## config.mk

```make
export PLATFORM = sky130hd
export DESIGN_NAME = xctcmsg_bus_arbiter
export DESIGN_NICKNAME = d
export VERILOG_FILES = /design/src/rtl/xctcmsg_bus_arbiter.sv
export SDC_FILE = /design/constraint.sdc
export NUM_CORES = 1
export LEC_CHECK = 0
export BUFFER_PORTS_ARGS = -buffer_cell sky130_fd_sc_hd__buf_2
export CAP_MARGIN = 30
export CORE_AREA = 2 2 270 272
export CTS_BUF_LIST = sky130_fd_sc_hd__clkbuf_8
export CTS_CLUSTER_DIAMETER = 80
export DETAILED_ROUTE_END_ITERATION = 16
export DIE_AREA = 0 0 272 274
export MAX_ROUTING_LAYER = met4
export PLACE_DENSITY = 0.38
export SYNTH_ARGS = -nofsm -noshare
export SYNTH_HDL_FRONTEND = slang
export SYNTH_SLANG_ARGS = --single-unit
```

## constraint.sdc

```tcl
create_clock -name clk -period 3.99 [get_ports clk]
set_input_delay 1.197 -clock clk [delete_from_list [all_inputs] [get_ports clk]]
set_output_delay 1.197 -clock clk [all_outputs]
set_load 0.02 [all_outputs]
```

## src/rtl/xctcmsg_bus_arbiter.sv

```systemverilog
// Shared message bus between NUM_HARTS xctcmsg units.
// A round-robin grant feeds a single-entry transfer register, which is then
// delivered to the destination hart. Messages addressed to a nonexistent hart
// are dropped and flagged with a one-cycle error pulse.
module xctcmsg_bus_arbiter #(
    parameter int NUM_HARTS = 4,
    parameter int IDX_W     = $clog2(NUM_HARTS)
) (
    input  logic                       clk,
    input  logic                       rst_n,
    input  logic [NUM_HARTS-1:0]       snd_val_i,
    output logic [NUM_HARTS-1:0]       snd_ack_o,
    input  logic [NUM_HARTS-1:0][31:0] snd_dst_i,
    input  logic [NUM_HARTS-1:0][31:0] snd_tag_i,
    input  logic [NUM_HARTS-1:0][63:0] snd_msg_i,
    output logic [NUM_HARTS-1:0]       rcv_val_o,
    input  logic [NUM_HARTS-1:0]       rcv_rdy_i,
    output logic [31:0]                rcv_src_o,
    output logic [31:0]                rcv_tag_o,
    output logic [63:0]                rcv_msg_o,
    output logic                       err_o,
    output logic [31:0]                msg_count_o
);

    localparam logic [IDX_W-1:0] LAST_IDX = IDX_W'(NUM_HARTS - 1);
    localparam logic [IDX_W-1:0] ONE_IDX  = IDX_W'(1);

    // Transfer register and control state
    logic             full_p1;
    logic [IDX_W-1:0] src_p1;
    logic [IDX_W-1:0] dst_p1;
    logic [31:0]      tag_p1;
    logic [63:0]      msg_p1;
    logic             err_p1;
    logic [31:0]      msg_count;
    logic [IDX_W-1:0] rr_ptr;

    logic             found;
    logic [IDX_W-1:0] winner;
    logic             dlv_hs;
    logic             grant;
    logic             dst_ok;

    // Round-robin search: first requester at or above rr_ptr, wrapping around
    always_comb begin
        int idx;
        idx    = 0;
        found  = 1'b0;
        winner = '0;
        for (int k = 0; k < NUM_HARTS; k++) begin
            idx = int'(rr_ptr) + k;
            if (idx >= NUM_HARTS) begin
                idx = idx - NUM_HARTS;
            end
            if (!found && snd_val_i[idx]) begin
                found  = 1'b1;
                winner = IDX_W'(idx);
            end
        end
    end

    // Delivery handshake, grant bypass and destination range check
    always_comb begin
        dlv_hs = full_p1 && rcv_rdy_i[dst_p1];
        // Holding ack low under reset keeps every output at its reset value.
        grant  = rst_n && found && (!full_p1 || dlv_hs);
        dst_ok = snd_dst_i[winner] < 32'(NUM_HARTS);
    end

    // One-hot ack toward the winner and receive-valid toward the stored destination
    always_comb begin
        snd_ack_o = '0;
        rcv_val_o = '0;
        for (int h = 0; h < NUM_HARTS; h++) begin
            snd_ack_o[h] = grant && (winner == IDX_W'(h));
            rcv_val_o[h] = full_p1 && (dst_p1 == IDX_W'(h));
        end
    end

    // Transfer register, round-robin pointer, error pulse and delivery counter
    always_ff @(posedge clk or negedge rst_n) begin
        if (!rst_n) begin
            full_p1   <= 1'b0;
            src_p1    <= '0;
            dst_p1    <= '0;
            tag_p1    <= '0;
            msg_p1    <= '0;
            err_p1    <= 1'b0;
            msg_count <= '0;
            rr_ptr    <= '0;
        end else begin
            err_p1 <= grant && !dst_ok;
            if (dlv_hs) begin
                msg_count <= msg_count + 32'd1;
            end
            if (grant) begin
                // An invalid message is still captured but never marked full,
                // so the data outputs change while rcv_val_o stays low.
                full_p1 <= dst_ok;
                src_p1  <= winner;
                dst_p1  <= snd_dst_i[winner][IDX_W-1:0];
                tag_p1  <= snd_tag_i[winner];
                msg_p1  <= snd_msg_i[winner];
                rr_ptr  <= (winner == LAST_IDX) ? '0 : winner + ONE_IDX;
            end else if (dlv_hs) begin
                full_p1 <= 1'b0;
            end
        end
    end

    assign rcv_src_o   = 32'(src_p1);
    assign rcv_tag_o   = tag_p1;
    assign rcv_msg_o   = msg_p1;
    assign err_o       = err_p1;
    assign msg_count_o = msg_count;

endmodule

```

* After elaboration in Yosys (flattened, before gate mapping)
Index checks and enable logic that the tools add are counted.
Cells by class: $add $sub $neg 9, order comparisons 11, equality and inequality tests 6, muxes and demuxes 35, reductions and logical operators 24
Operator list (count):
- $mux W32 | 6
- $bmux W32 S2 | 2
- $bmux W64 S2 | 1
- $lt A32 B4 Y1 const B | 4
- $mux W64 | 1
- $add A32 B1 Y32 const B | 1
- $lt A32 B3 Y1 const B | 1
- $logic_and A1 B1 Y1 | 15
- $mux W1 | 15
- $sub A3 B3 Y4 const B | 3
- $bmux W1 S2 | 5
- $mux W2 | 5
- $ge A3 B3 Y1 const B | 3
- $eq A2 B2 Y1 const B | 4
- $add A2 B2 Y3 const B | 2
- $lt A2 B3 Y1 const B | 2
- $logic_not A1 Y1 | 5
- $eq A2 B1 Y1 const B | 2
- $logic_not A2 Y1 | 2
- $sub A2 B3 Y4 const B | 1
- $add A2 B1 Y3 const B | 1
- $ge A2 B3 Y1 const B | 1
- $add A2 B1 Y2 const B | 1
- $reduce_bool A2 Y1 | 1
- $logic_or A1 B1 Y1 | 1
Storage, ports and cells: register bits after elaboration 136, bits of input ports 522, output and inout port bits 169

* Depth between registers and ports, before layout
Gate-level depths: netlist (run 1).
depth after elaboration 20, gate-level depth with buffers 8

* Worst setup path before layout (run 1)
Ideal clock, no wire load.
path kind input-to-output, from input snd_val_i[2], to output snd_ack_o[1], data arrival time 2.759 ns, path slack 0.034 ns, stages on the path 8, path buffers 2, path through nor2b_1 a221o_1 and2_1 inv_2 buf_2 buf_2 ha_1 and3_1
On the way: elaborated cells on any way between the ends 30, those cells by class eq/ne (1); mux (20); reduce/logical (9)
RTL lines:
- start: declaration | line 11 | input logic [NUM_HARTS-1:0] snd_val_i,
- $bmux W1 S2 | line 55 | if (!found && snd_val_i[idx]) begin
- $mux W1 (implied by the code) (2 in a row) | line 55
- $mux W1 | line 55
- $logic_not A1 Y1 | line 55
- $logic_and A1 B1 Y1 | line 55
- $mux W1 | line 55
- $logic_not A1 Y1 | line 55
- $logic_and A1 B1 Y1 | line 55
- $mux W1 | line 55
- $logic_not A1 Y1 | line 55
- $logic_and A1 B1 Y1 | line 55
- $mux W2 (*) | line 55
- named net winner[1] | line 39 | logic [IDX_W-1:0] winner;
- $eq A2 B1 Y1 (*) | line 75 | snd_ack_o[h] = grant && (winner == IDX_W'(h));
- $logic_and A1 B1 Y1 (*) | line 75
- end: declaration | line 12 | output logic [NUM_HARTS-1:0] snd_ack_o,
The timed path passes the listed nets; every way through them passes the cells marked *. The select of a mux whose other input is x is not followed.

* Worst setup path in the final report (run 1)
from input snd_val_i[2], to output snd_ack_o[0]
On the way: elaborated cells on any way between the ends 30, those cells by class mux (20); reduce/logical (10)
RTL lines (line):
- $bmux W1 S2 | 55
- $mux W1 (implied by the code) (2 in a row) | 55
- $mux W1 | 55
- $logic_not A1 Y1 | 55
- $logic_and A1 B1 Y1 | 55
- $mux W1 | 55
- $logic_not A1 Y1 | 55
- $logic_and A1 B1 Y1 | 55
- $mux W1 | 55
- $logic_not A1 Y1 | 55
- $logic_and A1 B1 Y1 | 55
- $mux W2 (*) | 55
- named net winner[1] | 39
- $logic_not A2 Y1 (*) | 75
- $logic_and A1 B1 Y1 (*) | 75
Marks and branches as above.

==> summary.txt, run 1 <==
Outcome
  • Status: finished clean

Detailed routing
  • DRT iter0 DRCs: 635
  • Drt first pass iters: 5
  • Post-DR wirelength/cell: 19.0 microns
  • ANT nets after route: 0
  • Routed WL: 49,800 microns
  • Via count: 10.8k
  • DRC: 0
  • Via density per instance: 4.11

Setup path
  • CP max stage cell: a221o_4
  • RR Endpoint: rcv_msg_o[43]$_DFFE_PN0P_
  • CP most frequent cell: buf_2
  • Reg2reg setup slack: 1.27 ns
  • Worst path max stage delay: 0.41 ns
  • Worst EP required: 2.79 ns
  • R2R cell count: 9
  • Type of the worst setup path: primary input to primary output
  • CP Buf/Inv Count: 4
  • CP Capture Type: primary output
  • Crit path DAT: 2.74 ns
  • Worst path cell trace: buf_2, nor2b_1, a221o_4, and2_1, buf_12, inv_6, ha_1, and3_1, buf_2
  • Worst R2R Start: rr_ptr[1]$_DFFE_PN0P_
  • Worst setup SP type: primary input
  • Crit Path Max Fanout: 5
  • CP delay by family, top: buffers and inverters

Power and ir drop
  • Power density of the placed cells: 583 nW/um^2
  • Total power: 0.00813 W
  • Leakage: 7.07 nW
  • Maximum vdd drop: 394 uV

STA
  • Count of final setup violators: 0
  • Final hold vios: 0
  • Final Max Tran Viols: 0
  • FMAX: 254 MHz
  • Slew @ Worst Pin: 0.861 ns
  • Clock Skew: 0.0209 ns
  • Max-slew headroom: 0.426
  • PnR worst setup slack: 0.0546 ns
  • RSZ-0062 raised after global routing: false
  • Minimum clock period: 3.94 ns
  • Tcrit/Tclk final: 0.986
  • Setup TNS: 0 ns

Floorplanning
  • Die ar.: 74,500 sq um
  • Core area: 72,000 sq um
  • Starting density of the core: 0.127
  • IO Pins: 691
  • DIE HEIGHT: 274 microns
  • Site row count: 99
  • Die Wd: 272 microns

Finish
  • P&R area growth vs syn: 52.1%
  • Commonest non-fill, non-tap cell in the layout: buf_2
  • Most frequent cells in the layout: 659 x buf_2, 204 x and3_1, 196 x a211oi_1, 136 x dfrtp_1, 116 x nand2_1
  • # nets final: 2,174
  • Finished Layout Cells: 2,629
  • Layout cell share with drive strength beyond 1: 0.446

Global route
  • Grt ovf: 0
  • Largest net degree at the start of global routing: 197
  • First-pass GRT wire length: 70,800 microns
  • Initial antenna violation count: 14
  • GRT met3 Usage: 0.0325
  • GR peak layer: met2
  • All-Layer GR Usage: 0.132
  • GR Util met2: 0.203
  • Number of global-route vias before repair: 10.8k
  • Global routing usage on met1: 0.170

Clocking
  • Clock transition at the registers of the reported paths: 0.09 ns
  • CTS H-Tree Depth: 4
  • Clk root buf: clkbuf_8
  • Setup Fix Bufs, Post-CTS: 0
  • CTS tree: yes
  • Worst-skew pair later-pin latency: 0.54 ns
  • CTS hold repair buffers: 0
  • Clock Path Buffers: 2
  • Clock sink count: 136
  • Post-CTS resize count: 0
  • CTS buffer count: 17

Synth
  • Synth Flop Type: dfrtp_1
  • Leading area contributor after synthesis: dfrtp_1
  • Post-Syn Area: 9160 sq um
  • Synth top area cells: dfrtp_1 37%, a211oi_1 16%, and3_1 14%
  • Avg Cell Area, Syn: 8.74 sq um
  • Synth unique cells: 42
  • Post-synth ARST share: 1.00
  • Sequential share of the synthesized area: 0.372
  • Synth warn: 0
  • Cells after synthesis: 1,048
  • Synth top area share: 0.372
  • Number of synthesized flops with an enable pin: 0
  • Post-synthesis register bit count: 136

Placed design
  • Setup WS pre-CTS: 0.0643 ns
  • Post-DP HPWL: 38,500 microns
  • Placer Congestion: 1.01
  • Placed cell count: 2,587
  • PortBufs: 660

Hold path
  • Hold path depth: 1
  • Hold worst-path end: msg_count_o[31]$_DFFE_PN0P_
  • Hold crit path type: flop to flop
  • Min-Delay Startpoint: msg_count_o[31]$_DFFE_PN0P_

Flow run
  • Max-cap viol count: 0
[cell type report]
cell class	instances	area [sq um]
Tap cell	959	1200
Inverter	5	26.3
Antenna cell	10	25.0
Timing Repair Buffer	690	3670
Clock buffer	17	234
Multi-Input combinational cell	797	5210
Clock inverter	15	159
Fill cell	8254	58000
Sequential cell	136	3400
[per-stage QoR]
| stage | instance area, sq um | hold WS, ns | util |
|---|---|---|---|
| after detailed placement | 13500 | 0.461 | 0.188 |
| after global placement | 13500 | 0.457 | 0.188 |
| final | 13900 | 0.473 | 0.194 |
| after floorplan | 9270 | 0.526 | - |
| after CTS | 13900 | 0.480 | 0.193 |
| after global routing | 13900 | 0.493 | 0.193 |
[synth_stat cells, types with 2 or more instances]
cell,number
and3_1,204
a211oi_1,196
dfrtp_1,136
nand2_1,117
o31ai_1,98
clkbuf_1,80
buf_4,31
nor4_1,28
buf_2,21
xor2_1,19
nor2_1,16
nand3_1,13
xnor2_1,12
nor3_1,9
nand4_1,8
and4_1,6
buf_1,6
ha_1,5
nor4_2,5
inv_1,4
a21oi_1,3
nor4_4,3
o311ai_0,3
and2_1,2
mux2_2,2
nand2b_1,2
nor2b_1,2
o21ai_0,2
or3_1,2
[sequential cells by signal, indices dropped and copies added, names as in the netlist]
signal and count:
rcv_tag_o 32, src_p1 2, rcv_msg_o 64, msg_count_o 32
rr_ptr 2, full_p1 1, dst_p1 2, err_o 1
[report_power, final]
group / total (W) / leakage [nW] / switching, W / internal (W)
Combinational: 0.00463 / 5.18 / 0.00302 / 0.00161
Sequential: 0.00228 / 1.70 / 0.000364 / 0.00192
Clock: 0.00121 / 0.186 / 0.000748 / 0.000465
[worst reg2reg max path, cell delays in order, from the launching register on]
cell	delay, ns
dfrtp_1	0.56
nand2_1	0.16
a221o_4	0.40
and2_1	0.18
buf_12	0.15
inv_6	0.07
buf_4	0.12
buf_12	0.28
a211oi_1	0.42
o31ai_1	0.29
[layer usage]
metal	vias to the layer above	part of all wire	wire length, microns
met5	-	0	0
met4	0	0.012	613
met3	31	0.059	2950
met2	406	0.47	23400
met1	5197	0.46	22800
li1	5171	-	-
[worst max-delay path by stage]
| stage | to | slack, ns | cells past startpoint | startpoint |
|---|---|---|---|---|
| CTS | snd_ack_o[3] | 0.06 | 8 | snd_val_i[2] |
| global route | snd_ack_o[1] | 0.009 | 9 | snd_val_i[2] |
| finish | snd_ack_o[0] | 0.05 | 9 | snd_val_i[2] |
| floorplan | snd_ack_o[1] | 0.03 | 8 | snd_val_i[2] |
| global placement | snd_ack_o[0] | 0.06 | 9 | snd_val_i[2] |
| detailed placement | snd_ack_o[3] | 0.06 | 8 | snd_val_i[2] |
[logic make-up (layout without fill, tap and decap cells)]
logic type,after synthesis,count (layout),share of synthesized area
simple gates,420,420,0.259
compound gates,307,307,0.252
buf+inv,144,727,0.0754
flops,136,136,0.372
xor+xnor,31,31,0.0296
fa+ha+maj,5,5,0.00683
mux,4,4,0.00601
other cells,1,40,0.000409
(Power assumes the default switching activity.)
==> run 2, diff against run 1 <==
ABC_AREA = 1   (was not set)
CORE_AREA = 2 2 272 274   (was 2 2 270 272)
DIE_AREA = 0 0 274 276   (was 0 0 272 274)
PLACE_DENSITY = 0.4   (was 0.38)
==> summary.txt, run 2 <==
Global route
  • Initial antenna violation count: 9 (was 14)
  • Grt ovf: 0 (unchanged)
  • All-Layer GR Usage: 0.139 (was 0.132)
  • Number of global-route vias before repair: 12.9k (was 10.8k)
  • First-pass GRT wire length: 78,100 microns (was 70,800 microns)
  • Largest net degree at the start of global routing: 145 (was 197)

STA
  • Count of final setup violators: 0 (unchanged)
  • Slew @ Worst Pin: 0.963 ns (was 0.861 ns)
  • FMAX: 260 MHz (was 254 MHz)
  • Final Max Tran Viols: 0 (unchanged)
  • Minimum clock period: 3.84 ns (was 3.94 ns)
  • Clock Skew: 0.0201 ns (was 0.0209 ns)
  • Tcrit/Tclk final: 0.962 (was 0.986)
  • Max-slew headroom: 0.358 (was 0.426)
  • PnR worst setup slack: 0.151 ns (was 0.0546 ns)
  • Final hold vios: 0 (unchanged)

Clocking
  • Clock Path Buffers: 2 (unchanged)
  • Worst-skew pair later-pin latency: 0.53 ns (was 0.54 ns)
  • CTS tree: yes (unchanged)
  • Clk root buf: clkbuf_8 (unchanged)
  • Clock sink count: 136 (unchanged)
  • CTS buffer count: 17 (unchanged)
  • CTS H-Tree Depth: 4 (unchanged)
  • Clock transition at the registers of the reported paths: 0.10 ns (was 0.09 ns)

Detailed routing
  • Routed WL: 52,500 microns (was 49,800 microns)
  • Drt first pass iters: 5 (unchanged)
  • ANT nets after route: 0 (unchanged)
  • Via count: 12.8k (was 10.8k)
  • DRT iter0 DRCs: 638 (was 635)
  • Via density per instance: 3.80 (was 4.11)
  • DRC: 0 (unchanged)
  • Post-DR wirelength/cell: 15.6 microns (was 19.0 microns)

Synth
  • Avg Cell Area, Syn: 5.92 sq um (was 8.74 sq um)
  • Synth Flop Type: dfrtp_1 (unchanged)
  • Cells after synthesis: 1,765 (was 1,048)
  • Sequential share of the synthesized area: 0.325 (was 0.372)
  • Most common cell in the netlist: nand2_1 (was and3_1)
  • Number of synthesized flops with an enable pin: 0 (unchanged)
  • Post-synthesis register bit count: 136 (unchanged)
  • Leading area contributor after synthesis: nand2_1 (was dfrtp_1)
  • Synth warn: 0 (unchanged)
  • Synth top cells by count: 957 x nand2_1, 149 x nand3_1, 140 x inv_1 (was 204 x and3_1, 196 x a211oi_1, 136 x dfrtp_1)
  • Synth top area cells: nand2_1 34%, dfrtp_1 33%, nand3_1 7.1% (was dfrtp_1 37%, a211oi_1 16%, and3_1 14%)
  • Synth unique cells: 26 (was 42)
  • Post-synth ARST share: 1.00 (unchanged)
  • Post-Syn Area: 10,500 sq um (was 9160 sq um)
  • Synth top area share: 0.344 (was 0.372)

Finish
  • Sequential Area: 3400 sq um (about the same)
  • # fillers: 8,600 (was 8,254)
  • # nets final: 2,911 (was 2,174)
  • P&R area growth vs syn: 45.4% (was 52.1%)
  • Commonest non-fill, non-tap cell in the layout: nand2_1 (was buf_2)
  • Layout cell share with drive strength beyond 1: 0.311 (was 0.446)
  • Max reg flops: 64 (unchanged)
  • Most frequent cells in the layout: 956 x nand2_1, 655 x buf_2, 147 x nand3_1, 140 x inv_1, 135 x dfrtp_1 (was 659 x buf_2, 204 x and3_1, 196 x a211oi_1, 136 x dfrtp_1, 116 x nand2_1)
  • Multi-input gate area: 5910 sq um (was 5210 sq um)

Hold path
  • Hold crit path type: flop to flop (unchanged)
  • Hold path depth: 2 (was 1)

Setup path
  • Crit path DAT: 2.64 ns (was 2.74 ns)
  • Worst path cell trace: buf_2, inv_1, nand2_1, nand3_1, nand2_1, inv_1, nand3_1, nand3_1, nand2_2, buf_4, ha_1, inv_1, nor2_1, buf_4 (was buf_2, nor2b_1, a221o_4, and2_1, buf_12, inv_6, ha_1, and3_1, buf_2)
  • R2R cell count: 14 (was 9)
  • CP max stage cell: buf_4 (was a221o_4)
  • CP Buf/Inv Count: 6 (was 4)
  • Worst setup SP type: primary input (unchanged)
  • Crit path depth: 14 (was 9)
  • CP delay by family, top: simple AND/OR/NAND/NOR gates (was buffers and inverters)
  • Worst EP required: 2.79 ns (about the same)
  • Type of the worst setup path: primary input to primary output (unchanged)
  • Crit Path Max Fanout: 3 (was 5)
  • Worst path max stage delay: 0.20 ns (was 0.41 ns)
  • CP Capture Type: primary output (unchanged)

Power and ir drop
  • Comb power frac: 0.713 (was 0.570)
  • Share of power burned in registers: 0.176 (was 0.281)
  • Net Sw Frac: 0.574 (was 0.508)
  • Total power: 0.0131 W (was 0.00813 W)
  • Clock power share: 0.111 (was 0.149)
  • Leakage: 8.90 nW (was 7.07 nW)
  • Internal power: 0.00557 W (was 0.00399 W)
  • Net Sw Power: 0.00752 W (was 0.00413 W)
  • Power density of the placed cells: 861 nW/um^2 (was 583 nW/um^2)
  • Maximum vdd drop: 724 uV (was 394 uV)

Placed design
  • Placer Congestion: 0.852 (was 1.01)
  • Post-DP HPWL: 40,800 microns (was 38,500 microns)
  • PortBufs: 660 (unchanged)
  • Setup WS pre-CTS: 0.00584 ns (was 0.0643 ns)

Floorplanning
  • Core area: 72,600 sq um (was 72,000 sq um)
  • IO Pins: 691 (unchanged)
  • Die Wd: 274 microns (was 272 microns)
  • Die ar.: 75,600 sq um (was 74,500 sq um)
  • Site row count: 99 (unchanged)
  • DIE HEIGHT: 276 microns (was 274 microns)
  • Starting density of the core: 0.144 (was 0.127)

Flow run
  • Max-cap viol count: 0 (unchanged)

Outcome
  • Status: finished clean (unchanged)
[run 2: changes by cell type after synthesis, sizes merged, moves of 5 or more]
cell	previous run	this run
and4	6	0
o21ai	2	7
nand4	8	69
nor2	16	111
clkbuf	80	21
nor3	10	20
nand2	118	960
and3	204	0
a211oi	196	0
inv	5	145
buf	59	101
nand3	13	153
o31ai	98	0
nor4	36	4
[run 2: metal layers]
metal	wire, microns	vias to the layer above	GRT usage	part of all wire
li1	-	6622	-	-
met3	2980	32	0.0339	0.057
met2	25800	352	0.230	0.49
met4	728	0	0.0372	0.014
met1	23000	5779	0.168	0.44
met5	0	-	-	0
[run 2: path summary, 6_finish.rpt]
kind / startpoint / slack (ns) / end
max: snd_val_i[2] / 0.15 / snd_ack_o[0]
min: rcv_tag_o[0]$_DFFE_PN0P_ / 0.48 / rcv_tag_o[0]$_DFFE_PN0P_
max reg2reg: rr_ptr[0]$_DFFE_PN0P_ / 0.90 / rcv_msg_o[31]$_DFFE_PN0P_
min reg2reg: rcv_tag_o[0]$_DFFE_PN0P_ / 0.48 / rcv_tag_o[0]$_DFFE_PN0P_
max in group asynchronous: rst_n / 2.05 / rr_ptr[0]$_DFFE_PN0P_
min in group asynchronous: rst_n / 0.71 / rcv_tag_o[11]$_DFFE_PN0P_
[run 2: final cells by class]
type / count / share of cell area
multi-input combinational: 1391 / 0.389
timing repair buffer: 693 / 0.240
sequential: 136 / 0.224
tap: 959 / 0.0789
inverter: 145 / 0.0361
clock buffer: 18 / 0.0163
clock inverter: 13 / 0.0142
antenna: 9 / 0.00148
[run 2: worst min-delay path: cells and delay by family, from the launching register on]
kind             cells  cell delay (ns)
and+or+nand+nor      2             0.11
DFF                  1             0.35
[run 2: stage by stage]
stage | util | setup TNS [ns] | std cells | cell area, sq um | hold WS (ns)
6_report | 0.209 | 0 | 3364 | 15200 | 0.485
5_1_grt | 0.209 | -0.0315 | 3364 | 15200 | 0.508
4_1_cts | 0.209 | 0 | 3354 | 15100 | 0.488
3_5_place_dp | 0.202 | 0 | 3323 | 14700 | 0.462
3_3_place_gp | 0.202 | -0.0192 | 3323 | 14700 | 0.458
2_1_floorplan | - | 0 | 1794 | 10600 | 0.529
[run 2: power by group through the flow]
stage / Combinational (W) / Sequential (W) / Clock, W
2_1_floorplan: 0.00584 / 0.00286 / 0
3_5_place_dp: 0.00952 / 0.00231 / 0
3_3_place_gp: 0.00956 / 0.00232 / 0
6_report: 0.00933 / 0.00230 / 0.00145
4_1_cts: 0.00954 / 0.00230 / 0.00155
5_1_grt: 0.0106 / 0.00238 / 0.00160
[run 2: kinds of logic after synthesis]
family	Yosys count	share of synthesized area
adder cells (fa/ha/maj)	5	0.00598
other	1	0.000359
flip-flops	136	0.325
AO/OA/AOI/OAI	12	0.00646
buffers and inverters	267	0.123
AND/OR/NAND/NOR	1317	0.516
XOR/XNOR	27	0.0226
[run 2: timing repair]
| action | 4_1_cts | 5_1_grt |
|---|---|---|
| resized for setup | 1 | 14 |
| setup buffers | 0 | 1 |
| setup endpoints to repair | 1 | 4 |
| hold buffers | 0 | 0 |
| pin swaps | 0 | 1 |
